`config.mk`:
```
export PLATFORM = sky130hd
export DESIGN_NAME = tayloe_sampler
export DESIGN_NICKNAME = d
export VERILOG_FILES = /design/src/rtl/tayloe_sampler.sv
export SDC_FILE = /design/constraint.sdc
export NUM_CORES = 1
export LEC_CHECK = 0
export CAP_MARGIN = 0
export CORE_UTILIZATION = 50
export CTS_CLUSTER_SIZE = 16
export DETAILED_ROUTE_END_ITERATION = 10
export GPL_ROUTABILITY_DRIVEN = 0
export PLACE_DENSITY = 0.72
export SYNTH_ARGS = -nofsm -noshare
export SYNTH_HDL_FRONTEND = slang
export SYNTH_SLANG_ARGS = --single-unit
```
`constraint.sdc`:
```
create_clock -name clk -period 3.2 [get_ports clk]
set_input_delay 0.64 -clock clk [delete_from_list [all_inputs] [get_ports clk]]
set_output_delay 0.64 -clock clk [all_outputs]
set_load 0.02 [all_outputs]
```
`src/rtl/tayloe_sampler.sv`:
```
// Tayloe-style quadrature detector: steers samples into four LO-phase integrators, dumps I/Q per window.
// Latency: out_valid one clk after the last contributing (phase-3) sample of a 2**DECIM_LOG2-period window.
// Backpressure: none; one sample per clk is always consumed and results are held until the next strobe.
module tayloe_sampler #(
    parameter int WIDTH      = 8,
    parameter int DECIM_LOG2 = 4
) (
    input  logic                                clk,
    input  logic                                n_rst,
    input  logic                                lo_i,
    input  logic                                lo_q,
    input  logic signed [WIDTH-1:0]             sample_in,
    output logic signed [WIDTH+DECIM_LOG2:0]    i_out,
    output logic signed [WIDTH+DECIM_LOG2:0]    q_out,
    output logic                                out_valid,
    output logic                                locked
);

    localparam int ACC_W = WIDTH + DECIM_LOG2;
    localparam int OUT_W = ACC_W + 1;

    typedef enum logic [1:0] {
        ST_UNLOCKED = 2'd0,
        ST_ALIGN    = 2'd1,
        ST_LOCKED   = 2'd2
    } state_t;

    state_t                   state;
    state_t                   state_nxt;
    logic [1:0]               prev_phase;
    logic [1:0]               phase;
    logic                     illegal;
    logic                     active;
    logic                     dump;
    logic [DECIM_LOG2-1:0]    decim_cnt;
    logic signed [ACC_W-1:0]  acc [4];

    logic signed [ACC_W-1:0]  sample_acc;
    logic signed [OUT_W-1:0]  sample_out;
    logic signed [OUT_W-1:0]  i_res;
    logic signed [OUT_W-1:0]  q_res;

    // Decode the current LO phase from the strobes and the previous phase; only 0->1->2->3->0 is legal.
    always_comb begin
        illegal = 1'b0;
        phase   = 2'd3;
        if (lo_i && lo_q) begin
            illegal = 1'b1;
        end else if (lo_i) begin
            phase   = 2'd0;
            illegal = (prev_phase != 2'd3);
        end else if (lo_q) begin
            phase   = 2'd1;
            illegal = (prev_phase != 2'd0);
        end else if (prev_phase == 2'd1) begin
            phase   = 2'd2;
        end else if (prev_phase == 2'd2) begin
            phase   = 2'd3;
        end else begin
            illegal = 1'b1;
        end
    end

    // Remember the decoded phase; an illegal cycle parks at 3 so the next lo_i is accepted as phase 0.
    always_ff @(posedge clk or negedge n_rst) begin
        if (!n_rst) begin
            prev_phase <= 2'd3;
        end else if (illegal) begin
            prev_phase <= 2'd3;
        end else begin
            prev_phase <= phase;
        end
    end

    // Tracker next state: first lo_i aligns, second consecutive legal lo_i locks, any illegal step drops lock.
    always_comb begin
        state_nxt = state;
        case (state)
            ST_UNLOCKED: begin
                if (!illegal && phase == 2'd0) begin
                    state_nxt = ST_ALIGN;
                end
            end
            ST_ALIGN: begin
                if (illegal) begin
                    state_nxt = ST_UNLOCKED;
                end else if (phase == 2'd0) begin
                    state_nxt = ST_LOCKED;
                end
            end
            ST_LOCKED: begin
                if (illegal) begin
                    state_nxt = ST_UNLOCKED;
                end
            end
            default: begin
                state_nxt = ST_UNLOCKED;
            end
        endcase
    end

    // Tracker state register.
    always_ff @(posedge clk or negedge n_rst) begin
        if (!n_rst) begin
            state <= ST_UNLOCKED;
        end else begin
            state <= state_nxt;
        end
    end

    assign locked = (state == ST_LOCKED);

    // Integration starts on the locking phase-0 sample and continues on every legal locked cycle.
    always_comb begin
        active = 1'b0;
        if (!illegal) begin
            if (state == ST_LOCKED) begin
                active = 1'b1;
            end else if (state == ST_ALIGN && phase == 2'd0) begin
                active = 1'b1;
            end
        end
        dump = active && (phase == 2'd3) && (decim_cnt == {DECIM_LOG2{1'b1}});
    end

    // Result arithmetic; the phase-3 sample of the dump cycle is folded into Q directly.
    always_comb begin
        sample_acc = {{DECIM_LOG2{sample_in[WIDTH-1]}}, sample_in};
        sample_out = {{(DECIM_LOG2 + 1){sample_in[WIDTH-1]}}, sample_in};
        i_res      = {acc[0][ACC_W-1], acc[0]} - {acc[2][ACC_W-1], acc[2]};
        q_res      = {acc[1][ACC_W-1], acc[1]} - ({acc[3][ACC_W-1], acc[3]} + sample_out);
    end

    // Integrators, decimation counter and output registers; loss of lock outranks the window dump.
    always_ff @(posedge clk or negedge n_rst) begin
        if (!n_rst) begin
            for (int k = 0; k < 4; k++) begin
                acc[k] <= '0;
            end
            decim_cnt <= '0;
            i_out     <= '0;
            q_out     <= '0;
            out_valid <= 1'b0;
        end else begin
            out_valid <= 1'b0;
            if (illegal) begin
                for (int k = 0; k < 4; k++) begin
                    acc[k] <= '0;
                end
                decim_cnt <= '0;
            end else if (dump) begin
                i_out     <= i_res;
                q_out     <= q_res;
                out_valid <= 1'b1;
                for (int k = 0; k < 4; k++) begin
                    acc[k] <= '0;
                end
                decim_cnt <= '0;
            end else if (active) begin
                acc[phase] <= acc[phase] + sample_acc;
                if (phase == 2'd3) begin
                    decim_cnt <= decim_cnt + 1'b1;
                end
            end
        end
    end

endmodule
```
==> Word level (Yosys, flattened, before mapping) <==
Cells that the tools add are included.
{ "op_classes": {"add_sub_neg": 5, "magnitude_cmp": 2, "n_eq_ne": 10, "mux": 33, "n_bitwise": 2, "reduce_logical": 15} }
{ "op_table": {"columns": ["cell", "count"], "rows": [
  ["48-bit 2-to-1 mux", 3],
  ["48-bit bitwise mux", 1],
  ["12-bit 2-to-1 mux", 3],
  ["12-bit binary-select mux with 2-bit select", 1],
  ["12-bit demux with 2-bit select", 1],
  ["2-bit 2-to-1 mux", 8],
  ["4-bit 2-to-1 mux", 4],
  ["12-bit by 8-bit adder with 13-bit output", 1],
  ["12-bit by 12-bit subtractor with 13-bit output", 1],
  ["13-bit subtractor", 1],
  ["12-bit by 8-bit adder with 12-bit output", 1],
  ["1-bit 2-to-1 mux", 11],
  ["2-bit equality test (second input constant)", 3],
  ["1-bit logical AND", 6],
  ["2-bit one-hot mux with 3 select lines", 1],
  ["3-bit nonzero test", 2],
  ["4-bit by 1-bit adder with 4-bit output (second input constant)", 1],
  ["2-bit by 1-bit equality test with 1-bit output (second input constant)", 2],
  ["4-bit equality test (second input constant)", 1],
  ["2-bit logical NOT", 2],
  ["2-bit inequality test (second input constant)", 2],
  ["2-bit AND reduction", 2],
  ["3-bit greater-or-equal comparator (second input constant)", 1],
  ["3-bit by 1-bit less-than comparator with 1-bit output (second input constant)", 1],
  ["other kinds (7)", 7]
]} }
{ "totals": {"reg_bits": 83, "in_bits": 12, "out_inout_bits": 28, "word_cells": 77} }

==> Depth between registers and ports, before layout <==
{ "logic_depth": {"depth_word": 14, "ltp_mapped": 13, "ltp_nobuf": 13} }

==> Worst setup path before layout <==
No wires, ideal clock.
{ "synth_path": {"path_kind": "input -> register", "startpoint": "input lo_i", "endpoint": "register acc[32] (netlist name)", "setup_time_ns": 0.121, "t_arrival_ns": 3.536, "required_time_ns": 3.079, "path_slack_ns": -0.457, "cell_stages": 12, "n_path_buf": 2, "path_cell_list": "inv_1 ha_1 clkbuf_1 clkbuf_1 mux4_2 ha_1 nor2b_4 o31a_1 or4_4 a31oi_4 xnor2_1 a22o_1"} }
{ "synth_between": {"elab_chain_cells": 11, "word_cells_on_any_way": 28, "classes_between": "add/sub: 1; order compare: 2; eq/ne: 1; mux: 16; bitwise: 1; reduce/logical: 7"} }
{ "synth_rtl": {"columns": ["item", "line", "source"], "rows": [
  ["start: declaration", "10", "input logic lo_i,"],
  ["2-bit 2-to-1 mux or 1-bit logical AND (tied branches)", "49, 47", null],
  ["2-bit 2-to-1 mux", "47", "if (lo_i && lo_q) begin"],
  ["2-bit NOT with 3-bit output (not written as such) or 2-bit logical NOT (tied branches)", "160, 119", null],
  ["12-bit binary-select mux with 2-bit select (tied with other cells)", "160", "acc[phase] <= acc[phase] + sample_acc;"],
  ["12-bit 2-to-1 mux (not written as such) (tied with other cells)", "160", null],
  ["12-bit 2-to-1 mux (not written as such) or 1-bit 2-to-1 mux (tied branches)", "160, 117", null],
  ["12-bit by 8-bit adder with 12-bit output (tied with other cells)", "160", null],
  ["48-bit bitwise mux or 1-bit logical AND (tied branches)", "160, 123", null],
  ["48-bit 2-to-1 mux or 1-bit logical AND (tied branches)", "159, 123", null],
  ["48-bit 2-to-1 mux", "151", "end else if (dump) begin"],
  ["48-bit 2-to-1 mux", "146", "if (illegal) begin"],
  ["end signal: indexed assignment", "160", null],
  ["end: declaration", "36", "logic signed [ACC_W-1:0] acc [4];"]
]} }
Parallel ways exist; a longest one is shown, timed or not. The select of a mux whose other input is x is not followed.
A chain may end at the register's enable or synchronous reset.

==> Final worst setup path <==
{ "layout_path": {"startpoint": "register prev_phase[1]", "endpoint": "register acc[32] (netlist name)"} }
{ "layout_between": {"elab_chain_cells": 14, "word_cells_on_any_way": 36, "classes_between": "add/sub: 1; order compare: 2; eq/ne: 4; mux: 21; bitwise: 1; reduce/logical: 7"} }
{ "layout_rtl": {"columns": ["item", "line", "source"], "rows": [
  ["start: declaration", "30", "logic [1:0] prev_phase;"],
  ["start signal: assignment", "71", "prev_phase <= phase;"],
  ["2-bit by 1-bit equality test with 1-bit output", "55", "end else if (prev_phase == 2'd1) begin"],
  ["1-bit 2-to-1 mux", "55", null],
  ["2-bit 2-to-1 mux", "52", "end else if (lo_q) begin"],
  ["2-bit 2-to-1 mux", "49", "end else if (lo_i) begin"],
  ["2-bit 2-to-1 mux", "47", null],
  ["2-bit NOT with 3-bit output (not written as such) or 2-bit logical NOT (tied branches)", "160, 119", null],
  ["12-bit binary-select mux with 2-bit select (tied with other cells)", "160", null],
  ["12-bit 2-to-1 mux (not written as such) (tied with other cells)", "160", null],
  ["12-bit 2-to-1 mux (not written as such) or 1-bit 2-to-1 mux (tied branches)", "160, 117", null],
  ["12-bit by 8-bit adder with 12-bit output (tied with other cells)", "160", null],
  ["48-bit bitwise mux or 1-bit logical AND (tied branches)", "160, 123", null],
  ["48-bit 2-to-1 mux or 1-bit logical AND (tied branches)", "159, 123", null],
  ["48-bit 2-to-1 mux", "151", null],
  ["48-bit 2-to-1 mux", "146", null]
]} }
Parallel ways exist; a longest one is shown, timed or not. The select of a mux whose other input is x is not followed.

==> reports/qor.yml <==
status: "complete, but fails checks"
violations: "negative setup slack"
synth_compound_area_frac: 0.208
synth_edf_count: 0
synth-xor-area-share: 0.0497
holdBufCountCts: 0
vdd_ir_drop_max_uv: 234
end_kind: "register"
routed-via-count: 4516
wire_per_inst_um: 17.9
drt_wl_total_um: 14100
gr-total-overflow: 0
ios: 40
placed_area_um2: 6520
fin_nets: 713
rsz0062_at_grt: "true"
clock_skew_ns: 0.00984
ys_ff_latch: 83
power.density_nw_per_um2: 339
reg2reg_depth: 11
finalCritPeriodShare: 1.02
setup_viol: 8
fin_ws_ns: -0.0637
fin_util: 0.664
synth_fa_ha_area_frac: 0.148
path_max_fanout: 5
grt.total_usage: 0.270
max_freq_mhz: 306
ys_top_cells_by_area: "dfrtp_1 (37%), ha_1 (9.7%), a22o_1 (5.2%)"
clock_latency_ns: 0.37
numClockSinks: 83
setup-tns-final_ns: -0.239
root_buffer: "clkbuf_8"
grt_max_degree: 84
crit_slowest_cell: "dfstp_2"
antenna_left: 0
remaining_drc_errors: 0
ys.warnings.count: 0
worst_pin_slew_ns: 1.13
required_ns: 3.46
core_um2: 10400
start_kind: "register"
yosys.area_share.simple: 0.105
hold_viol_final: 0
cts_made_buffers: 9
portBuffers: 39
diodes: 0
synth_top_area_cell: "dfrtp_1"
cp_common_cell: "ha_4"
cp_cell_sequence: "inv_2 > ha_4 > o21ba_4 > buf_4 > mux4_2 > ha_4 > o31a_1 > or4_4 > a31oi_4 > xnor2_2 > a22o_1"
yosysTopAreaCellShare: 0.372
dr.pass1.iters: 5
crit_type: "register to register"
ys_async_sr_fraction: 1.00
ys_seq_area_frac: 0.382
crit_arrival_ns: 3.52
gr-usage-met2: 0.444
htree_levels: 3
synthCells: 530
drive_gt1_frac: 0.234
grt.busiest_layer: "met2"
hold_path_class: "input pin to async pin"
die_w_um: 106
cts_tree: "yes"
syn_area_um2: 5440
die_area_um2: 11300
synth.most_common_cell: "dfrtp_1"
grt_pass1_wl_um: 23100
final_cell_area_um2: 6910
cp_slowest_stage_delay_ns: 0.55
finalCriticalPeriod_ns: 3.26
use_met3: 0.0454
synthMuxAreaShare: 0.0575
dr.first_iter.drc_count: 304
slew_violations: 0
fillers: 806
area_delta_synth_final_pct: 27.1
place_inst: 760
drt-vias-per-instance: 5.75
synth_cell_types: 62
r2r_end: "acc[32]$_DFFE_PN0P_"
synth-main-ff-cell: "dfrtp_1"
antenna_found_initial: 0
clkTransAtPathRegs_ns: 0.08
dieHeight_um: 106
slew_headroom: 0.236
syn_nets: 598
reg2reg_from: "prev_phase[1]$_DFF_PN1_"
grt_use_met1: 0.353
num_rows: 37
p_leak_uw: 0.00321
post-dp-hpwl_um: 10100
instances_no_fill: 786
grt_pass1_vias: 4591
rrSetupSlack_ns: -0.06
synth_top_family_by_area: "compound AO/OA/AOI/OAI gates"
syn_avg_cell_area_um2: 10.3
initial_core_util: 0.522
synthTopCellsByCount: "dfrtp_1 (81), nand2_1 (54), inv_1 (48)"
clock_path_buffers: 2
maxCapViolCount: 0
==> layer usage <==
| metal | vias to the layer above | share of wire |
|---|---|---|
| met5 | - | 0 |
| met4 | 0 | 0.026 |
| met3 | 31 | 0.051 |
| met2 | 160 | 0.48 |
| met1 | 2198 | 0.44 |
| li1 | 2127 | - |
==> worst max path at each step <==
stage	startpoint	endpoint	slack (ns)	cells past startpoint
floorplan	lo_i	acc[20]$_DFFE_PN0P_	-0.17	13
finish	prev_phase[1]$_DFF_PN1_	acc[32]$_DFFE_PN0P_	-0.06	11
global placement	lo_i	acc[20]$_DFFE_PN0P_	-0.77	14
CTS	prev_phase[1]$_DFF_PN1_	acc[32]$_DFFE_PN0P_	-0.13	14
global route	prev_phase[1]$_DFF_PN1_	acc[20]$_DFFE_PN0P_	-0.17	14
detailed placement	lo_i	acc[20]$_DFFE_PN0P_	-0.83	14
==> flip-flops by register name, indices dropped and copies added (netlist names) <==
| signal | cells |
|---|---|
| prev_phase | 2 |
| decim_cnt | 4 |
| out_valid | 1 |
| q_out | 13 |
| state | 2 |
| acc | 48 |
| i_out | 13 |
==> repair_timing <==
item | in CTS | in global routing
setup endpoints to repair | 28 | 27
pin swaps | 13 | 9
hold endpoints to repair | 0 | 0
setup buffers | 9 | 1
resized for setup | 21 | 10
==> cells in the final DEF (no fill, tap or decap), drive strengths merged, types with 2 or more instances in the layout <==
cell / count
nor2: 22
nand2b: 8
o31a: 3
nor2b: 7
a211o: 3
o31ai: 3
o21bai: 7
mux4: 12
fa: 14
o21ai: 43
mux2: 2
o21a: 12
nand4: 3
or4: 2
xnor2: 18
ha: 42
clkdlybuf4s50: 36
or2: 3
dfstp: 2
and3: 2
inv: 48
or3: 2
clkinv: 2
a22o: 32
dfrtp: 81
mux2i: 2
a21o: 9
xor2: 12
nand3b: 2
a31oi: 2
buf: 85
nand3: 4
nand2: 54
a21oi: 28
nor3: 4
a211oi: 5
clkbuf: 13
==> where the power goes <==
group          switching, uW  total [uW]  internal [uW]
sequential              10.5        1070           1060
clock                    381         762            381
combinational            275         514            239
==> stage by stage <==
stage	total power [uW]	hold WS [ns]	worst slack (ns)
finish	2350	0.421	-0.0637
global route	2450	0.499	-0.172
CTS	2340	0.486	-0.125
detailed placement	1570	0.467	-0.834
global placement	1560	0.451	-0.768
floorplan	1370	0.344	-0.169
==> cell families after synthesis <==
logic type,Yosys count
AND/OR/NAND/NOR,117
buffers and inverters,66
adder cells (fa/ha/maj),56
flip-flops,83
AO/OA/AOI/OAI,162
XOR/XNOR,30
multiplexers,16
==> critical path, delay by kind of cell (launching register included) <==
kind	cells	cell delay, ns
compound gates	4	1.06
xor+xnor	1	0.10
fa+ha+maj	2	0.35
buf+inv	2	0.21
flops	1	0.55
mux	1	0.46
simple gates	1	0.44
==> final cells by class <==
cell class | instances | area, um^2 | share of cell area
Tap cell | 136 | 170 | 0.0246
Sequential cell | 83 | 2080 | 0.301
Clock inverter | 3 | 40.0 | 0.00579
Timing Repair Buffer | 122 | 1030 | 0.149
Clock buffer | 13 | 149 | 0.0215
Inverter | 48 | 193 | 0.0279
Multi-Input combinational cell | 381 | 3260 | 0.471
No activity file was read; power rests on OpenSTA's default activity.
